<file path="config.mk">
export PLATFORM = sky130hd
export DESIGN_NAME = miss_fill_controller
export DESIGN_NICKNAME = d
export VERILOG_FILES = /design/src/rtl/miss_fill_controller.sv
export SDC_FILE = /design/constraint.sdc
export NUM_CORES = 1
export LEC_CHECK = 0
export ABC_AREA = 1
export BUFFER_PORTS_ARGS = -buffer_cell sky130_fd_sc_hd__buf_2
export CAP_MARGIN = 15
export CORE_UTILIZATION = 50
export CTS_CLUSTER_DIAMETER = 80
export DETAILED_ROUTE_END_ITERATION = 12
export GPL_TIMING_DRIVEN = 0
export PLACE_DENSITY = 0.82
export SETUP_SLACK_MARGIN = 0.4
export SYNTH_ARGS = -nofsm -noshare
export SYNTH_HDL_FRONTEND = slang
export SYNTH_SLANG_ARGS = --single-unit
</file>
<file path="constraint.sdc">
create_clock -name clk -period 1.9 [get_ports clk]
set_input_delay 0.19 -clock clk [delete_from_list [all_inputs] [get_ports clk]]
set_output_delay 0.19 -clock clk [all_outputs]
set_load 0.005 [all_outputs]
</file>
<file path="src/rtl/miss_fill_controller.sv">
// Cache miss fill controller: serves I-/D-cache line misses as word bursts from memory.
// Define MISS_CWF_EN to fetch the missing word first, then wrap through the line.
module miss_fill_controller #(
  parameter int LINE_WORDS = 4,
  parameter int ADDR_W     = 32,
  parameter int DATA_W     = 32
) (
  input  logic                          clk,
  input  logic                          rst_n,
  input  logic                          imiss,
  input  logic                          dmiss,
  input  logic [ADDR_W-1:0]             iaddr,
  input  logic [ADDR_W-1:0]             daddr,
  output logic                          mem_req,
  output logic [ADDR_W-1:0]             mem_addr,
  input  logic                          mem_ack,
  input  logic [DATA_W-1:0]             mem_rdata,
  output logic                          fill_we,
  output logic                          fill_dsel,
  output logic [$clog2(LINE_WORDS)-1:0] fill_idx,
  output logic [DATA_W-1:0]             fill_data,
  output logic                          ifill,
  output logic                          dfill,
  output logic                          busy
);

  localparam int OFF_W = $clog2(LINE_WORDS);
  localparam logic [OFF_W-1:0]  ONE_OFF   = OFF_W'(1);
  localparam logic [OFF_W-1:0]  LAST_CNT  = OFF_W'(LINE_WORDS - 1);
  localparam logic [ADDR_W-1:0] LINE_MASK = ADDR_W'(LINE_WORDS * 4 - 1);

  typedef enum logic [1:0] {
    IDLE = 2'd0,
    FILL = 2'd1,
    DONE = 2'd2,
    HOLD = 2'd3
  } state_t;

  state_t              state_r;
  state_t              state_s;
  logic                start_s;
  logic                sel_d_s;
  logic [ADDR_W-1:0]   miss_addr_s;
  logic [OFF_W-1:0]    start_off_s;

  logic [ADDR_W-1:0]   base_r;
  logic [OFF_W-1:0]    off_r;
  logic [OFF_W-1:0]    cnt_r;
  logic                dsel_r;
  logic                fill_we_r;
  logic                fill_dsel_r;
  logic [OFF_W-1:0]    fill_idx_r;
  logic [DATA_W-1:0]   fill_data_r;

  assign miss_addr_s = sel_d_s ? daddr : iaddr;

`ifdef MISS_CWF_EN
  assign start_off_s = miss_addr_s[OFF_W+1:2];
`else
  assign start_off_s = {OFF_W{1'b0}};
`endif

  // Next-state decode; dmiss has priority, HOLD ignores misses for one re-probe cycle.
  always_comb begin
    state_s = state_r;
    start_s = 1'b0;
    sel_d_s = 1'b0;
    case (state_r)
      IDLE: begin
        if (dmiss) begin
          state_s = FILL;
          start_s = 1'b1;
          sel_d_s = 1'b1;
        end else if (imiss) begin
          state_s = FILL;
          start_s = 1'b1;
          sel_d_s = 1'b0;
        end else begin
          state_s = IDLE;
        end
      end
      FILL: begin
        if (mem_ack && (cnt_r == LAST_CNT)) begin
          state_s = DONE;
        end else begin
          state_s = FILL;
        end
      end
      DONE:    state_s = HOLD;
      HOLD:    state_s = IDLE;
      default: state_s = IDLE;
    endcase
  end

  // State register.
  always_ff @(posedge clk or negedge rst_n) begin
    if (!rst_n) begin
      state_r <= IDLE;
    end else begin
      state_r <= state_s;
    end
  end

  // Burst bookkeeping and one-cycle-delayed fill write port.
  always_ff @(posedge clk or negedge rst_n) begin
    if (!rst_n) begin
      base_r      <= {ADDR_W{1'b0}};
      off_r       <= {OFF_W{1'b0}};
      cnt_r       <= {OFF_W{1'b0}};
      dsel_r      <= 1'b0;
      fill_we_r   <= 1'b0;
      fill_dsel_r <= 1'b0;
      fill_idx_r  <= {OFF_W{1'b0}};
      fill_data_r <= {DATA_W{1'b0}};
    end else begin
      fill_we_r <= 1'b0;
      if (start_s) begin
        base_r <= miss_addr_s & ~LINE_MASK;
        off_r  <= start_off_s;
        cnt_r  <= {OFF_W{1'b0}};
        dsel_r <= sel_d_s;
      end else if ((state_r == FILL) && mem_ack) begin
        off_r       <= off_r + ONE_OFF;
        cnt_r       <= cnt_r + ONE_OFF;
        fill_we_r   <= 1'b1;
        fill_dsel_r <= dsel_r;
        fill_idx_r  <= off_r;
        fill_data_r <= mem_rdata;
      end
    end
  end

  // All outputs decode only from registers, so reset clears them immediately.
  assign mem_req   = (state_r == FILL);
  assign mem_addr  = (state_r == FILL) ?
                     (base_r | {{(ADDR_W-OFF_W-2){1'b0}}, off_r, 2'b00}) : {ADDR_W{1'b0}};
  assign busy      = (state_r != IDLE);
  assign ifill     = (state_r == DONE) && !dsel_r;
  assign dfill     = (state_r == DONE) && dsel_r;
  assign fill_we   = fill_we_r;
  assign fill_dsel = fill_dsel_r;
  assign fill_idx  = fill_idx_r;
  assign fill_data = fill_data_r;

endmodule

</file>
# Word-level counts from Yosys, hierarchy flattened
# Index checks and enable logic that the tools add are counted.
dict set report word_totals {
  in_bits 101
  elab_cells 43
  out_inout_bits 72
  regBits 71
}
dict set report classes {
  bitwise_logic 2
  eq_ne 4
  n_reduce_logical 9
  mux 17
  add_sub_neg 2
}
# op n
set op_table {}
lappend op_table {{2-to-1 mux 32 bit} 2}
lappend op_table {{bitwise OR 32 x 4 -> 32 bit} 1}
lappend op_table {{2-to-1 mux 2 bit} 5}
lappend op_table {{2-to-1 mux 1 bit} 9}
lappend op_table {{one-hot mux 2 bit (4 select lines)} 1}
lappend op_table {{equality test 2 bit (second input constant)} 3}
lappend op_table {{adder 2 x 1 -> 2 bit (second input constant)} 2}
lappend op_table {{logical AND 1 bit} 4}
lappend op_table {{nonzero test 2 bit} 2}
lappend op_table {{equality test 2 x 1 -> 1 bit (second input constant)} 1}
lappend op_table {{logical NOT 2 bit} 1}
lappend op_table {{AND reduction 2 bit} 1}
lappend op_table {{logical NOT 1 bit} 1}
lappend op_table {{NOT 1 bit} 1}

# Longest topological paths before layout
dict set report depth {
  word_depth 5
  mapped_depth 7
  depth_no_buf 5
}

# Worst setup path after synthesis
# OpenSTA, ideal clock, no wires.
dict set report synth_path {
  kind {register to register}
  start {reg with a tool-made name}
  end {reg base_r[10]}
  required_ps 1783
  path_stages_with_launch 7
  arrival_time_ps 1068
  setup_slack_ps 714
  cell_sequence {dfrtp_1 > nor2_2 > buf_4 > buf_2 > nand3_1 > nand3_1 > nand2_1}
}
# element line
set synth_rtl {}
lappend synth_rtl {{end signal: assignment} 107} ;# base_r <= {ADDR_W{1'b0}};
lappend synth_rtl {{end signal: assignment} 118} ;# base_r <= miss_addr_s & ~LINE_MASK;
lappend synth_rtl {{end: declaration} 46} ;# logic [ADDR_W-1:0] base_r;

==> results.cfg <==
[route]
antenna_left = 0
dr.first_iter.drc_count = 156
routed_via_density = 4.54
routedWlPerCell_um = 11.3
via_count = 3512
drc = 0
drt-total-wl_mm = 8.74
firstDrtPassIters = 5

[place]
place_area_um2 = 4480
dp_hpwl_mm = 6.34
io_buffers = 162
place_inst = 754
place.gp.congestion = 0.823

[critical_path]
ff2ff_path_depth = 7
crit_path_end = mem_addr[5]
reg2reg_slack_ns = 0.44
crit_buf_inv = 3
required_ns = 1.71
path_cells = inv_2, nand2_4, buf_6, nor2_1, buf_2
critPathMaxFanout = 10
worstSetupEndpointType = output pin
critical_path_class = flop to output pin
cp-start-kind = flop
crit_arrival_ns = 1.27
worst-path-stages = 5
crit_family = flip-flops
slowest_delay_ns = 0.40
r2r_end = base_r[16]
slowest_stage = dfrtp_1

[power_and_ir_drop]
power.internal_mw = 4.06
p_per_area_nw_per_um2 = 1430
ir_drop_v = 0.000664
seq_power_share = 0.382
switching_share = 0.400
p_sw_mw = 2.71
share_comb_of_total_power = 0.462
clkPwrFrac = 0.156
p_leak_nw = 3.02

[logic_synthesis]
ys_types = 18
yosysWarnings = 0
synth-async-reset-ratio = 1.00
yosysTopAreaCellShare = 0.502
syn-instance-count = 495
yosys_most_used_dff = dfrtp_1
yosysTopAreaCell = dfrtp_1
syn_area_per_cell_um2 = 7.16
seq_area_frac_synth = 0.502
synth_enable_flop_cells = 0
syn_area_um2 = 3540
ys_seq_elements = 71
synth.area.top_cells = dfrtp_1 50%, nand2_1 21%, inv_1 9.3%

[finish]
drive_above_1_share = 0.327
fillers = 635
final_common_cell = nand2_1
fin_util = 0.694
n_antenna_cell = 0
final_cell_area_um2 = 4740
fin_nets = 775
finalNonFillerCells = 774
layout_common_cells = 197 x nand2_1, 173 x buf_2, 88 x inv_1
area.growth.synth_to_final_pct = 33.9

[die]
core_area_um2 = 6830
dieHeight_um = 86.2
start_util = 0.518
die_area_um2 = 7430
rows = 30
die_width_um = 86.2
io_pins = 173

[clock_tree]
cts_made_buffers = 9
clk_path_buf_depth = 2
cts_root_buffer = clkbuf_8
cts_tree = built
cts.clk_slew.worst_paths_ns = 0.08
insertion_delay_ns = 0.34
numClockSinks = 71
htreeDepth = 3

[sta]
tightestPinTransition_ns = 0.885
max_clock_freq_ghz = 0.683
finalCritPeriodShare = 0.771
hold_ws_ns = 0.0411
rsz0062_at_grt = true
setup_violations = 0
skew_ns = 0.0120
slew_viol_final = 0
slew_headroom = 0.410
finalWorstPathRequiredPeriod_ns = 1.46
hold_violations = 0
final.setup.tns_ns = 0

[outcome]
status = finished clean

[run]
maxCapViolCount = 0

[grt]
grt_pass1_wl_mm = 13.9
grt_pass1_vias = 3198
grt-ovfl-total = 0
grt_max_degree = 72
grt_usage = 0.237
antenna_found_initial = 0

[worst_hold_path]
hold_path_class = primary input to flop
[sequential cells by signal, indices dropped and copies added (netlist names), named ones only]
| signal | flops |
|---|---|
| fill_idx | 2 |
| fill_data | 32 |
| state_r | 1 |
| fill_we | 1 |
| off_r | 2 |
| base_r | 28 |
| cnt_r | 2 |
| fill_dsel | 1 |
| dsel_r | 1 |
[worst register-to-register path, stage by stage (launching register included)]
cell	delay [ns]
dfrtp_1	0.40
buf_4	0.15
nor2_2	0.13
buf_4	0.19
buf_2	0.22
nand3_1	0.11
nand3_1	0.10
nand2_1	0.05
[power groups by stage]
stage / combinational (mW) / clock (mW) / sequential [mW]
after floorplan: 1.68 / 0 / 2.60
after global placement: 2.85 / 0 / 2.57
after detailed placement: 2.94 / 0 / 2.60
after CTS: 3.03 / 1.08 / 2.58
after global routing: 3.55 / 1.14 / 2.66
final: 3.13 / 1.06 / 2.59
[metal layers]
layer	vias up	share of wire	track usage
met5	-	0	0
met4	0	0.023	0.108
met3	19	0.070	0.0486
met2	139	0.47	0.395
met1	1546	0.44	0.300
li1	1808	-	-
[synthesized netlist by cell type, types with 2 or more instances]
cell       n
o21ai_1    3
o21ai_0    2
inv_1     88
nor2_1    34
nor2_2     2
buf_4      8
dfrtp_1   71
nand3_1   63
inv_2      2
nand2_1  198
buf_2     17
[cells by family (layout without fill, tap and decap cells)]
group | count (synthesis) | count (layout) | share of synthesized area
AND/OR/NAND/NOR | 299 | 299 | 0.344
adder cells (fa/ha/maj) | 1 | 1 | 0.00353
other | 1 | 2 | 0.00106
buffers and inverters | 117 | 299 | 0.141
AO/OA/AOI/OAI | 6 | 6 | 0.00954
flip-flops | 71 | 71 | 0.502
[stage by stage]
stage / setup WS (ns) / power (mW)
after floorplan: 0.714 / 4.28
after global placement: 0.299 / 5.42
after detailed placement: 0.554 / 5.55
after CTS: 0.381 / 6.69
after global routing: 0.357 / 7.35
final: 0.436 / 6.77
[timing repair]
item	CTS	global route
gates cloned	1	0
buffers inserted	1	1
resized for setup	6	15
hold endpoints to repair	8	0
setup endpoints to repair	30	40
hold buffers	1	0
[worst min path at each step]
stage | end | cells after the start | start | slack, ns
after floorplan | async pin | 0 | rst_n | -0.11
final | fill_data[30] | 3 | mem_rdata[30] | 0.04
after detailed placement | fill_data[14] | 1 | rst_n | 0.36
after global routing | fill_data[28] | 3 | mem_rdata[28] | 0.04
after CTS | fill_data[30] | 3 | mem_rdata[30] | 0.03
after global placement | fill_data[11] | 3 | mem_rdata[11] | 0.39
[layout make-up]
cell class                 count  area (um2)  share of cell area
sequential                    71        1780               0.375
clock inverter                 7        48.8              0.0103
inverter                      90         338              0.0712
clock buffer                   9         124              0.0261
buffer                        27         188              0.0396
multi-input combinational    308        1300               0.274
timing repair buffer         166         850               0.179
tap                           96         120              0.0253
(Power assumes the default switching activity.)
